`src/rtl/spi_adc_responder_pkg.sv`:
```
// Shared constants, FSM state type and sample-selection helper for the
// two-channel SPI ADC responder.
package spi_adc_responder_pkg;

  localparam int CMD_W            = 8;
  localparam int DATA_W           = 12;
  localparam int SYNC_STAGES_DEF  = 2;
  localparam int CNT_W            = 5;

  localparam logic [CMD_W-1:0] CMD_CH0 = 8'b1001_0111;
  localparam logic [CMD_W-1:0] CMD_CH1 = 8'b1101_0111;

  localparam int CMD_START_BIT = 7;
  localparam int CMD_CH_BIT    = 6;

  typedef enum logic [1:0] {
    ST_IDLE,
    ST_CMD,
    ST_DATA,
    ST_DONE
  } state_t;

  // A command without its start bit reads back as all zeros.
  function automatic logic [DATA_W-1:0] select_sample(
    input logic              start,
    input logic              ch_sel,
    input logic [DATA_W-1:0] ch0,
    input logic [DATA_W-1:0] ch1
  );
    if (!start) return '0;
    return ch_sel ? ch1 : ch0;
  endfunction

endpackage

```
`src/rtl/spi_adc_responder_if.sv`:
```
// SPI link bundle between the master and the ADC responder.
interface spi_adc_responder_if;
  logic cs;
  logic dclk;
  logic mosi;
  logic miso;

  modport master (output cs, output dclk, output mosi, input miso);
  modport slave  (input cs, input dclk, input mosi, output miso);
endinterface

```
`src/rtl/spi_adc_responder_sync_edge.sv`:
```
// Multi-flop synchronizer with an edge register; rise/fall are the XOR of the
// last two synchronized samples, qualified by the current level.
module spi_adc_responder_sync_edge #(
  parameter int STAGES = 2
) (
  input  logic clk,
  input  logic rst,
  input  logic din,
  output logic level,
  output logic rise,
  output logic fall
);

  logic [STAGES-1:0] sync_q;
  logic              prev_q;
  logic              toggled;

  always_ff @(posedge clk) begin
    if (rst) begin
      sync_q <= '0;
      prev_q <= 1'b0;
    end else begin
      sync_q <= {sync_q[STAGES-2:0], din};
      prev_q <= sync_q[STAGES-1];
    end
  end

  assign level   = sync_q[STAGES-1];
  assign toggled = level ^ prev_q;
  assign rise    = toggled & level;
  assign fall    = toggled & ~level;

endmodule

```
`src/rtl/spi_adc_responder.sv`:
```
// SPI responder emulating a two-channel 12-bit ADC; all SPI lines are
// oversampled in the clk_i domain and dclk is never used as a clock.
module spi_adc_responder
  import spi_adc_responder_pkg::*;
#(
  parameter int SYNC_STAGES = SYNC_STAGES_DEF
) (
  input  logic              clk_i,
  input  logic              rst_i,
  spi_adc_responder_if.slave spi,
  input  logic [DATA_W-1:0] ch0_data_i,
  input  logic [DATA_W-1:0] ch1_data_i,
  output logic [CMD_W-1:0]  cmd_o,
  output logic              cmd_valid_o,
  output logic              busy_o,
  output logic              frame_err_o
);

  localparam logic [CNT_W-1:0] CNT_CMD_LAST   = CNT_W'(CMD_W - 1);
  localparam logic [CNT_W-1:0] CNT_FRAME_LAST = CNT_W'(CMD_W + DATA_W - 1);
  localparam logic [CNT_W-1:0] CNT_MAX        = CNT_W'(CMD_W + DATA_W);

  logic cs_lvl, cs_rise, cs_fall;
  logic dclk_lvl, dclk_rise, dclk_fall;
  logic mosi_lvl, mosi_rise_unused, mosi_fall_unused;

  spi_adc_responder_sync_edge #(.STAGES(SYNC_STAGES)) u_cs_sync (
    .clk(clk_i), .rst(rst_i), .din(spi.cs),
    .level(cs_lvl), .rise(cs_rise), .fall(cs_fall)
  );

  spi_adc_responder_sync_edge #(.STAGES(SYNC_STAGES)) u_dclk_sync (
    .clk(clk_i), .rst(rst_i), .din(spi.dclk),
    .level(dclk_lvl), .rise(dclk_rise), .fall(dclk_fall)
  );

  spi_adc_responder_sync_edge #(.STAGES(SYNC_STAGES)) u_mosi_sync (
    .clk(clk_i), .rst(rst_i), .din(spi.mosi),
    .level(mosi_lvl), .rise(mosi_rise_unused), .fall(mosi_fall_unused)
  );

  state_t            state;
  logic [CNT_W-1:0]  bit_cnt;
  logic [CMD_W-2:0]  cmd_sr;
  logic [DATA_W-1:0] tx_sr;
  logic [CMD_W-1:0]  cmd_next;
  logic              unused_levels;

  assign cmd_next      = {cmd_sr, mosi_lvl};
  assign unused_levels = cs_lvl ^ dclk_lvl;

  // cs rise outranks any dclk edge in the same cycle; a rise before DONE is an aborted frame.
  always_ff @(posedge clk_i) begin
    if (rst_i) begin
      state       <= ST_IDLE;
      bit_cnt     <= '0;
      cmd_sr      <= '0;
      tx_sr       <= '0;
      spi.miso    <= 1'b0;
      cmd_o       <= '0;
      cmd_valid_o <= 1'b0;
      busy_o      <= 1'b0;
      frame_err_o <= 1'b0;
    end else begin
      cmd_valid_o <= 1'b0;
      frame_err_o <= 1'b0;
      if (cs_rise && (state == ST_CMD || state == ST_DATA)) begin
        frame_err_o <= 1'b1;
        state       <= ST_IDLE;
        spi.miso    <= 1'b0;
        busy_o      <= 1'b0;
      end else begin
        case (state)
          ST_IDLE: begin
            spi.miso <= 1'b0;
            busy_o   <= 1'b0;
            if (cs_fall) begin
              state   <= ST_CMD;
              bit_cnt <= '0;
              cmd_sr  <= '0;
              busy_o  <= 1'b1;
            end
          end
          ST_CMD: begin
            if (dclk_rise) begin
              cmd_sr  <= cmd_next[CMD_W-2:0];
              bit_cnt <= bit_cnt + 1'b1;
              if (bit_cnt == CNT_CMD_LAST) begin
                cmd_o       <= cmd_next;
                cmd_valid_o <= 1'b1;
                tx_sr       <= select_sample(cmd_next[CMD_START_BIT], cmd_next[CMD_CH_BIT],
                                             ch0_data_i, ch1_data_i);
                state       <= ST_DATA;
              end
            end
          end
          ST_DATA: begin
            if (dclk_fall) begin
              spi.miso <= tx_sr[DATA_W-1];
              tx_sr    <= {tx_sr[DATA_W-2:0], 1'b0};
            end
            if (dclk_rise) begin
              if (bit_cnt != CNT_MAX) bit_cnt <= bit_cnt + 1'b1;
              if (bit_cnt == CNT_FRAME_LAST) state <= ST_DONE;
            end
          end
          ST_DONE: begin
            spi.miso <= 1'b0;
            if (cs_rise) begin
              state  <= ST_IDLE;
              busy_o <= 1'b0;
            end
          end
          default: state <= ST_IDLE;
        endcase
      end
    end
  end

endmodule

```
`src/flat_wrapper.sv`:
```
// flat-port wrapper written by rule: the top's interface ports become plain ports
module spi_adc_responder_flat import spi_adc_responder_pkg::*;
#(
  parameter int SYNC_STAGES = SYNC_STAGES_DEF
)
  (clk_i, rst_i, ch0_data_i, ch1_data_i, cmd_o, cmd_valid_o, busy_o, frame_err_o, spi_cs, spi_dclk, spi_mosi, spi_miso);
  spi_adc_responder_if spi_i ();
  input  logic clk_i;
  input  logic rst_i;
  input  logic [DATA_W-1:0] ch0_data_i;
  input  logic [DATA_W-1:0] ch1_data_i;
  output logic [CMD_W-1:0] cmd_o;
  output logic cmd_valid_o;
  output logic busy_o;
  output logic frame_err_o;
  input wire logic [$bits(spi_i.cs)-1:0] spi_cs;
  input wire logic [$bits(spi_i.dclk)-1:0] spi_dclk;
  input wire logic [$bits(spi_i.mosi)-1:0] spi_mosi;
  output wire logic [$bits(spi_i.miso)-1:0] spi_miso;
  assign spi_i.cs = spi_cs;
  assign spi_i.dclk = spi_dclk;
  assign spi_i.mosi = spi_mosi;
  assign spi_miso = spi_i.miso;
  spi_adc_responder #(.SYNC_STAGES(SYNC_STAGES)) u_core (.clk_i(clk_i), .rst_i(rst_i), .spi(spi_i), .ch0_data_i(ch0_data_i), .ch1_data_i(ch1_data_i), .cmd_o(cmd_o), .cmd_valid_o(cmd_valid_o), .busy_o(busy_o), .frame_err_o(frame_err_o));
endmodule
```
`config.mk`:
```
export PLATFORM = sky130hd
export DESIGN_NAME = spi_adc_responder_flat
export DESIGN_NICKNAME = d
export VERILOG_FILES = /design/src/rtl/spi_adc_responder_pkg.sv /design/src/rtl/spi_adc_responder_if.sv /design/src/rtl/spi_adc_responder_sync_edge.sv /design/src/rtl/spi_adc_responder.sv /design/src/flat_wrapper.sv
export SDC_FILE = /design/constraint.sdc
export NUM_CORES = 1
export LEC_CHECK = 0
export CORE_MARGIN = 4
export CORE_UTILIZATION = 45
export DETAILED_ROUTE_END_ITERATION = 16
export PLACE_DENSITY_LB_ADDON = 0.3
export SLEW_MARGIN = 20
export SYNTH_ARGS = -nofsm -noshare
export SYNTH_HDL_FRONTEND = slang
export SYNTH_SLANG_ARGS = --single-unit
export TNS_END_PERCENT = 30
```
`constraint.sdc`:
```
create_clock -name clk_i -period 1.7 [get_ports clk_i]
set_input_delay 0.34 -clock clk_i [delete_from_list [all_inputs] [get_ports clk_i]]
set_output_delay 0.34 -clock clk_i [all_outputs]
set_load 0.05 [all_outputs]
```
==> results of run 1 <==
[per-stage QoR]
| step | hold slack (ns) | setup slack [ns] |
|---|---|---|
| after floorplan | 0.414 | -0.0188 |
| after global placement | 0.418 | -0.0502 |
| after detailed placement | 0.429 | -0.142 |
| after CTS | 0.450 | -0.0279 |
| after global routing | 0.462 | -0.125 |
| final | 0.446 | -0.0323 |
[final cells by class]
type                            count  area, µm²  share of cell area
Clock buffer                        6       72.6              0.0245
Clock inverter                      2       37.5              0.0127
Inverter                            8       32.5              0.0110
Multi-Input combinational cell    169       1210               0.410
Sequential cell                    46        928               0.314
Tap cell                           52       65.1              0.0220
Timing Repair Buffer               60        609               0.206
[power by group through the flow]
stage / Sequential, µW / Clock [µW] / Combinational [µW]
after floorplan: 1280 / 0 / 648
after global placement: 1290 / 0 / 925
after detailed placement: 1290 / 0 / 965
after CTS: 1270 / 822 / 1040
after global routing: 1290 / 880 / 1310
final: 1280 / 806 / 1200
[cells by family after synthesis]
| group | count (synthesis) |
|---|---|
| flops | 46 |
| buf+inv | 22 |
| mux | 24 |
| simple gates | 89 |
| fa+ha+maj | 6 |
| compound gates | 50 |
[what timing repair did]
action,in CTS,in global routing
gates cloned,0,2
setup endpoints to repair,19,22
pin swaps,12,4
setup buffers,2,1
hold endpoints to repair,0,0
resized for setup,16,3
[worst max-delay path: stages (launching register included)]
cell and delay [ns]:
dfxtp_2 0.36, inv_2 0.07, ha_4 0.25, nand3b_4 0.07
a21boi_4 0.23, nand4_1 0.19, or3b_1 0.39, a21oi_1 0.12
[state kept, by name, summed over array words and instances (netlist names)]
| register | flops |
|---|---|
| u_core.state | 2 |
| u_core.cmd_sr | 7 |
| u_core.spi.miso | 1 |
| u_core.bit_cnt | 5 |
| u_core.busy_o | 1 |
| u_core.u_cs_sync.prev_q | 1 |
| u_core.cmd_valid_o | 1 |
| u_core.u_mosi_sync.sync_q | 2 |
| u_core.frame_err_o | 1 |
| u_core.u_dclk_sync.prev_q | 1 |
| u_core.u_dclk_sync.sync_q | 2 |
| u_core.cmd_o | 8 |
| u_core.u_cs_sync.sync_q | 2 |
| u_core.tx_sr | 12 |
[worst max-delay path by stage]
stage | from | endpoint | slack [ns] | cells past startpoint
after CTS | u_core.state[0] | u_core.state[0] | -0.03 | 7
after floorplan | u_core.state[0] | u_core.bit_cnt[2] | -0.02 | 7
final | u_core.state[0] | u_core.bit_cnt[2] | -0.03 | 7
after global placement | u_core.state[0] | u_core.bit_cnt[2] | -0.05 | 7
after detailed placement | u_core.state[0] | u_core.bit_cnt[2] | -0.14 | 7
after global routing | u_core.state[1] | u_core.bit_cnt[2] | -0.13 | 7
[layer usage]
layer / global-route usage / up-vias / wire length (µm)
met4: 0.0605 / 0 / 62
met2: 0.290 / 33 / 2510
met1: 0.188 / 886 / 2190
met5: 0 / - / 0
met3: 0.0433 / 5 / 151
li1: - / 929 / -
[cell usage after synthesis, types with 5 or more instances]
cell type | n | share of area
nand2_1 | 7 | 0.012
o21ai_0 | 5 | 0.012
clkbuf_1 | 8 | 0.014
inv_1 | 8 | 0.014
mux2i_1 | 23 | 0.11
nor2_1 | 49 | 0.086
a21oi_1 | 20 | 0.047
buf_2 | 5 | 0.012
nand2b_1 | 6 | 0.017
dfxtp_1 | 46 | 0.43
a22oi_1 | 9 | 0.031
a211oi_2 | 9 | 0.052
ha_1 | 6 | 0.035
nor2b_1 | 8 | 0.023
==> flow_summary.toml, run 1 <==
[power]
irDropWorstVdd_uv = 573
p_seq_frac = 0.388
swShare = 0.305
power.switching_uw = 1000
comb_power_share = 0.366
pwr-share-clk = 0.245
p_leak_uw = 0.00116
intPower_uw = 2290
total_power_uw = 3290
power.density_mw_per_mm2 = 1110

[clocking]
cts.path.max_buffers = 2
clock_latency_ns = 0.30
htreeDepth = 2
cts_tree = "built"
cts_root_buf = "clkbuf_8"
path_clk_slew_ns = 0.09
clkSinkCount = 46
cts_hold_buffers = 0
cts_inserted_buffers = 5

[finish]
finalNetCount = 325
drive_above_1_share = 0.230
layout.cells.non_filler = 343
final_area_mm2 = 0.00296
mostFrequentLayoutCell = "nor2_1"
diodes = 0
postLayoutCoreUtil = 0.661
n_fill_cell = 354
area.growth.synth_to_final_pct = 37.8
final_cell_mix = "49 x nor2_1, 42 x dfxtp_1, 28 x clkdlybuf4s50_1"

[timing]
grt_setup_unrepaired = "yes"
setup_viol = 3
drv_slew = 0
tightest_slew_ns = 0.299
slew_headroom = 0.798
worst_slack_ns = -0.0323
fin_tns_setup_ns = -0.0638
max_freq_mhz = 577
skew_ns = 0.00854
hold_violations = 0
fin_crit_ns = 1.73
post-route-period-util = 1.02

[synth]
ys_types = 34
synth_edf_count = 0
syn_inst = 237
ys.flop_type = "dfxtp_1"
synth_seq_area_share = 0.429
netlist_area_mm2 = 0.00215
synth_top_family_by_area = "simple AND/OR/NAND/NOR gates"
synthArstFlopShare = 0
synthMuxAreaShare = 0.113
avgSynthCellArea_um2 = 9.05
yosysWarningCount = 0
synth_compound_area_frac = 0.175
synth_nets = 272
synth_xor_area_frac = 0
synth-simple-area-share = 0.205
synth_adder_area_share = 0.0350
synth_seq_cells = 46

[drt]
drtAntennaViolNets = 0
drc = 0
wire_per_inst_um = 14.3
drt_iter0_drc = 87
routed_wl_um = 4900
routed-via-count = 1853
drt-pass1-iter-count = 4
avgViaCountPerCell = 5.40

[worst_setup_path]
rrSetupSlack_ns = -0.03
crit_required_ns = 1.94
cp-start-kind = "flip-flop"
setup.worst_path.end_class = "flip-flop"
crit_path_max_fanout = 5
reg2regPathDepth = 7
r2r_start = "u_core.state[0]"
arrival_ns = 1.97
r2r_end = "u_core.bit_cnt[2]"
critPathKind = "flip-flop to flip-flop"

[floorplanning]
row_count = 24
dieHeight_um = 77.1
die-area_mm2 = 0.00594
coreArea_mm2 = 0.00447
die_x_um = 77.1
start_util = 0.480
pin_count = 41

[global_route]
grt_pass1_vias = 1785
grt.total_usage = 0.164
gr-total-overflow = 0
grt_max_degree = 40
grt_pass1_wl_um = 7870
antenna_found_initial = 0

[outcome]
outcome = "complete, but fails checks"
violations = "negative setup slack"

[worst_hold_path]
hold_depth = 1
min-delay-start = "u_core.u_cs_sync.sync_q[0]"
holdCritPathClass = "flip-flop to flip-flop"
whs_endpoint = "u_core.u_cs_sync.sync_q[1]"

[placed_design]
placedCellCount = 330
gp_congestion = 0.796
place_hpwl_um = 3420
port_buffers = 40
placed_area_mm2 = 0.00270

[flow_run]
maxCapViolations = 0
No activity file was read; power rests on OpenSTA's default activity.
==> run 2: changes to the inputs <==
--- a/config.mk
+++ b/config.mk
@@ -5,6 +5,7 @@
 export SDC_FILE = /design/constraint.sdc
 export NUM_CORES = 1
 export LEC_CHECK = 0
+export CORE_ASPECT_RATIO = 1.1
 export CORE_MARGIN = 4
 export CORE_UTILIZATION = 45
 export DETAILED_ROUTE_END_ITERATION = 16
==> flow_summary.toml, run 2 (synthesis results as in run 1) <==
[timing]
hold_violations = 0
worst_slack_ns = -0.0310
fin_hold_ws_ns = 0.447
max_freq_mhz = 578
slew_headroom = 0.809
tightest_slew_ns = 0.286
skew_ns = 0.00535
fin_tns_setup_ns = -0.0465
drv_slew = 0
fin_crit_ns = 1.73
grt_setup_unrepaired = "yes"
post-route-period-util = 1.02
setup_viol = 3

[drt]
avgViaCountPerCell = 5.11
routed-via-count = 1804
top_layer = "met4"
drt-pass1-iter-count = 4
drc = 0
drtAntennaViolNets = 0
wl_met2_um = 2460
drt_iter0_drc = 67
routed_wl_um = 4710
wl_met3_um = 128
wire_per_inst_um = 13.3
wl_met1_um = 2060

[finish]
final_area_mm2 = 0.00299
mostFrequentLayoutCell = "nor2_1"
drive_above_1_share = 0.276
area.growth.synth_to_final_pct = 39.3
finalNetCount = 331
reg.largest.list = "u_core.tx_sr x12, u_core.cmd_o x8, u_core.cmd_sr x7"
regMostFlops = "u_core.tx_sr"
final_cell_mix = "49 x nor2_1, 42 x dfxtp_1, 34 x buf_4"
diodes = 0
largest_register_ffs = 12

[worst_hold_path]
hold_depth = 1
holdCritPathClass = "flip-flop to flip-flop"
min-delay-start = "u_core.u_dclk_sync.sync_q[0]"
whs_endpoint = "u_core.u_dclk_sync.sync_q[1]"

[placed_design]
placed_area_mm2 = 0.00273
port_buffers = 40
place_hpwl_um = 3260
gp_congestion = 0.795

[worst_setup_path]
path_buf_inv = 1
setup.worst_path.end_class = "flip-flop"
rrSetupSlack_ns = -0.03
crit_path_max_fanout = 3
cp_top_family = "compound AO/OA/AOI/OAI gates"
r2r_end = "u_core.state[0]"
critPathKind = "flip-flop to flip-flop"
r2r_start = "u_core.state[0]"
crit_required_ns = 1.93
slowest_delay_ns = 0.40
reg2regPathDepth = 7
crit_chain = "buf_6 -> ha_4 -> or3b_4 -> a21oi_4 -> o2111ai_2 -> o21bai_1 -> a21oi_1"
crit_path_top_delay_cell = "or3b_4"
cp-start-kind = "flip-flop"
arrival_ns = 1.96

[floorplanning]
pin_count = 41
die-area_mm2 = 0.00594
coreArea_mm2 = 0.00462
dieHeight_um = 80.4
die_x_um = 73.8
start_util = 0.465
row_count = 26

[clocking]
clkSinkCount = 46
cts_inserted_buffers = 5
path_clk_slew_ns = 0.09
cts_tree = "built"
htreeDepth = 2
cts.path.max_buffers = 2
clock_latency_ns = 0.30
cts_root_buf = "clkbuf_8"

[outcome]
violations = "negative setup slack"
outcome = "complete, but fails checks"

[global_route]
grt_pass1_vias = 1726
grt_pass1_wl_um = 7660
grt.total_usage = 0.166
gr-total-overflow = 0
antenna_found_initial = 0
grt_max_degree = 24

[power]
power.density_mw_per_mm2 = 1040
p_leak_uw = 0.00118
total_power_uw = 3120
irDropWorstVdd_uv = 577

[flow_run]
maxCapViolations = 0
[run 2: cell types whose count changed in the layout (fill, tap and decap cells not counted), sizes merged]
cell      before  now
clkbuf         8    5
clkinv         0    1
inv            8    9
buf           30   38
clkinvlp       1    0
[run 2: repair_timing]
action / CTS / global route
pin swaps: 10 / 5
cloned: 0 / 0
gates resized for setup: 16 / 14
buffers inserted: 3 / 1
hold buffers: 0 / 0
endpoints found under the setup margin: 22 / 32
[run 2: layout make-up]
cell class,instances,area (µm²)
fillers,390,1630
clock buffers,5,68.8
clock inverters,3,43.8
inverters,8,32.5
well taps,56,70.1
repair buffers,66,598
flip-flops and latches,46,928
multi-input cells,169,1250
[run 2: metrics by stage]
step | setup WS [ns] | cells | utilization
global route | -0.0906 | 353 | 0.647
floorplan | -0.0188 | 237 | -
detailed placement | -0.161 | 341 | 0.592
finish | -0.0310 | 353 | 0.647
CTS | -0.00589 | 352 | 0.633
global placement | -0.0924 | 341 | 0.592
[run 2: worst register-to-register path, cell delays in order, from the launching register on]
cell	delay (ns)
dfxtp_2	0.33
buf_6	0.11
ha_4	0.15
or3b_4	0.40
a21oi_4	0.17
o2111ai_2	0.16
o21bai_1	0.21
a21oi_1	0.13
[run 2: worst max-delay path by stage]
| stage | from | to | slack [ns] | cells after the start |
|---|---|---|---|---|
| finish | u_core.state[0] | u_core.state[0] | -0.03 | 7 |
| global route | u_core.state[1] | u_core.state[0] | -0.09 | 7 |
| CTS | u_core.state[0] | u_core.state[0] | -0.006 | 7 |
| detailed placement | u_core.state[0] | u_core.bit_cnt[2] | -0.16 | 7 |
| global placement | u_core.state[0] | u_core.bit_cnt[2] | -0.09 | 7 |
| floorplan | u_core.state[0] | u_core.bit_cnt[2] | -0.02 | 7 |
[run 2: layer usage]
metal | global-route usage | vias to the layer above
li1 | - | 933
met1 | 0.200 | 843
met2 | 0.283 | 24
met3 | 0.0388 | 4
met4 | 0.0598 | 0
met5 | 0 | -
[run 2: where the power goes]
group          switching [µW]  internal, µW  leakage (µW)
sequential               68.1          1200      0.000375
clock                     373           441     0.0000585
combinational             512           517      0.000745
==> run 3: changes to the inputs <==
--- a/config.mk
+++ b/config.mk
@@ -9,6 +9,7 @@
 export CORE_MARGIN = 4
 export CORE_UTILIZATION = 45
 export DETAILED_ROUTE_END_ITERATION = 16
+export GPL_TIMING_DRIVEN = 1
 export PLACE_DENSITY_LB_ADDON = 0.3
 export SLEW_MARGIN = 20
 export SYNTH_ARGS = -nofsm -noshare
==> results of run 3 <==
The final DEF is identical to that of run 2; final timing and power are the same.
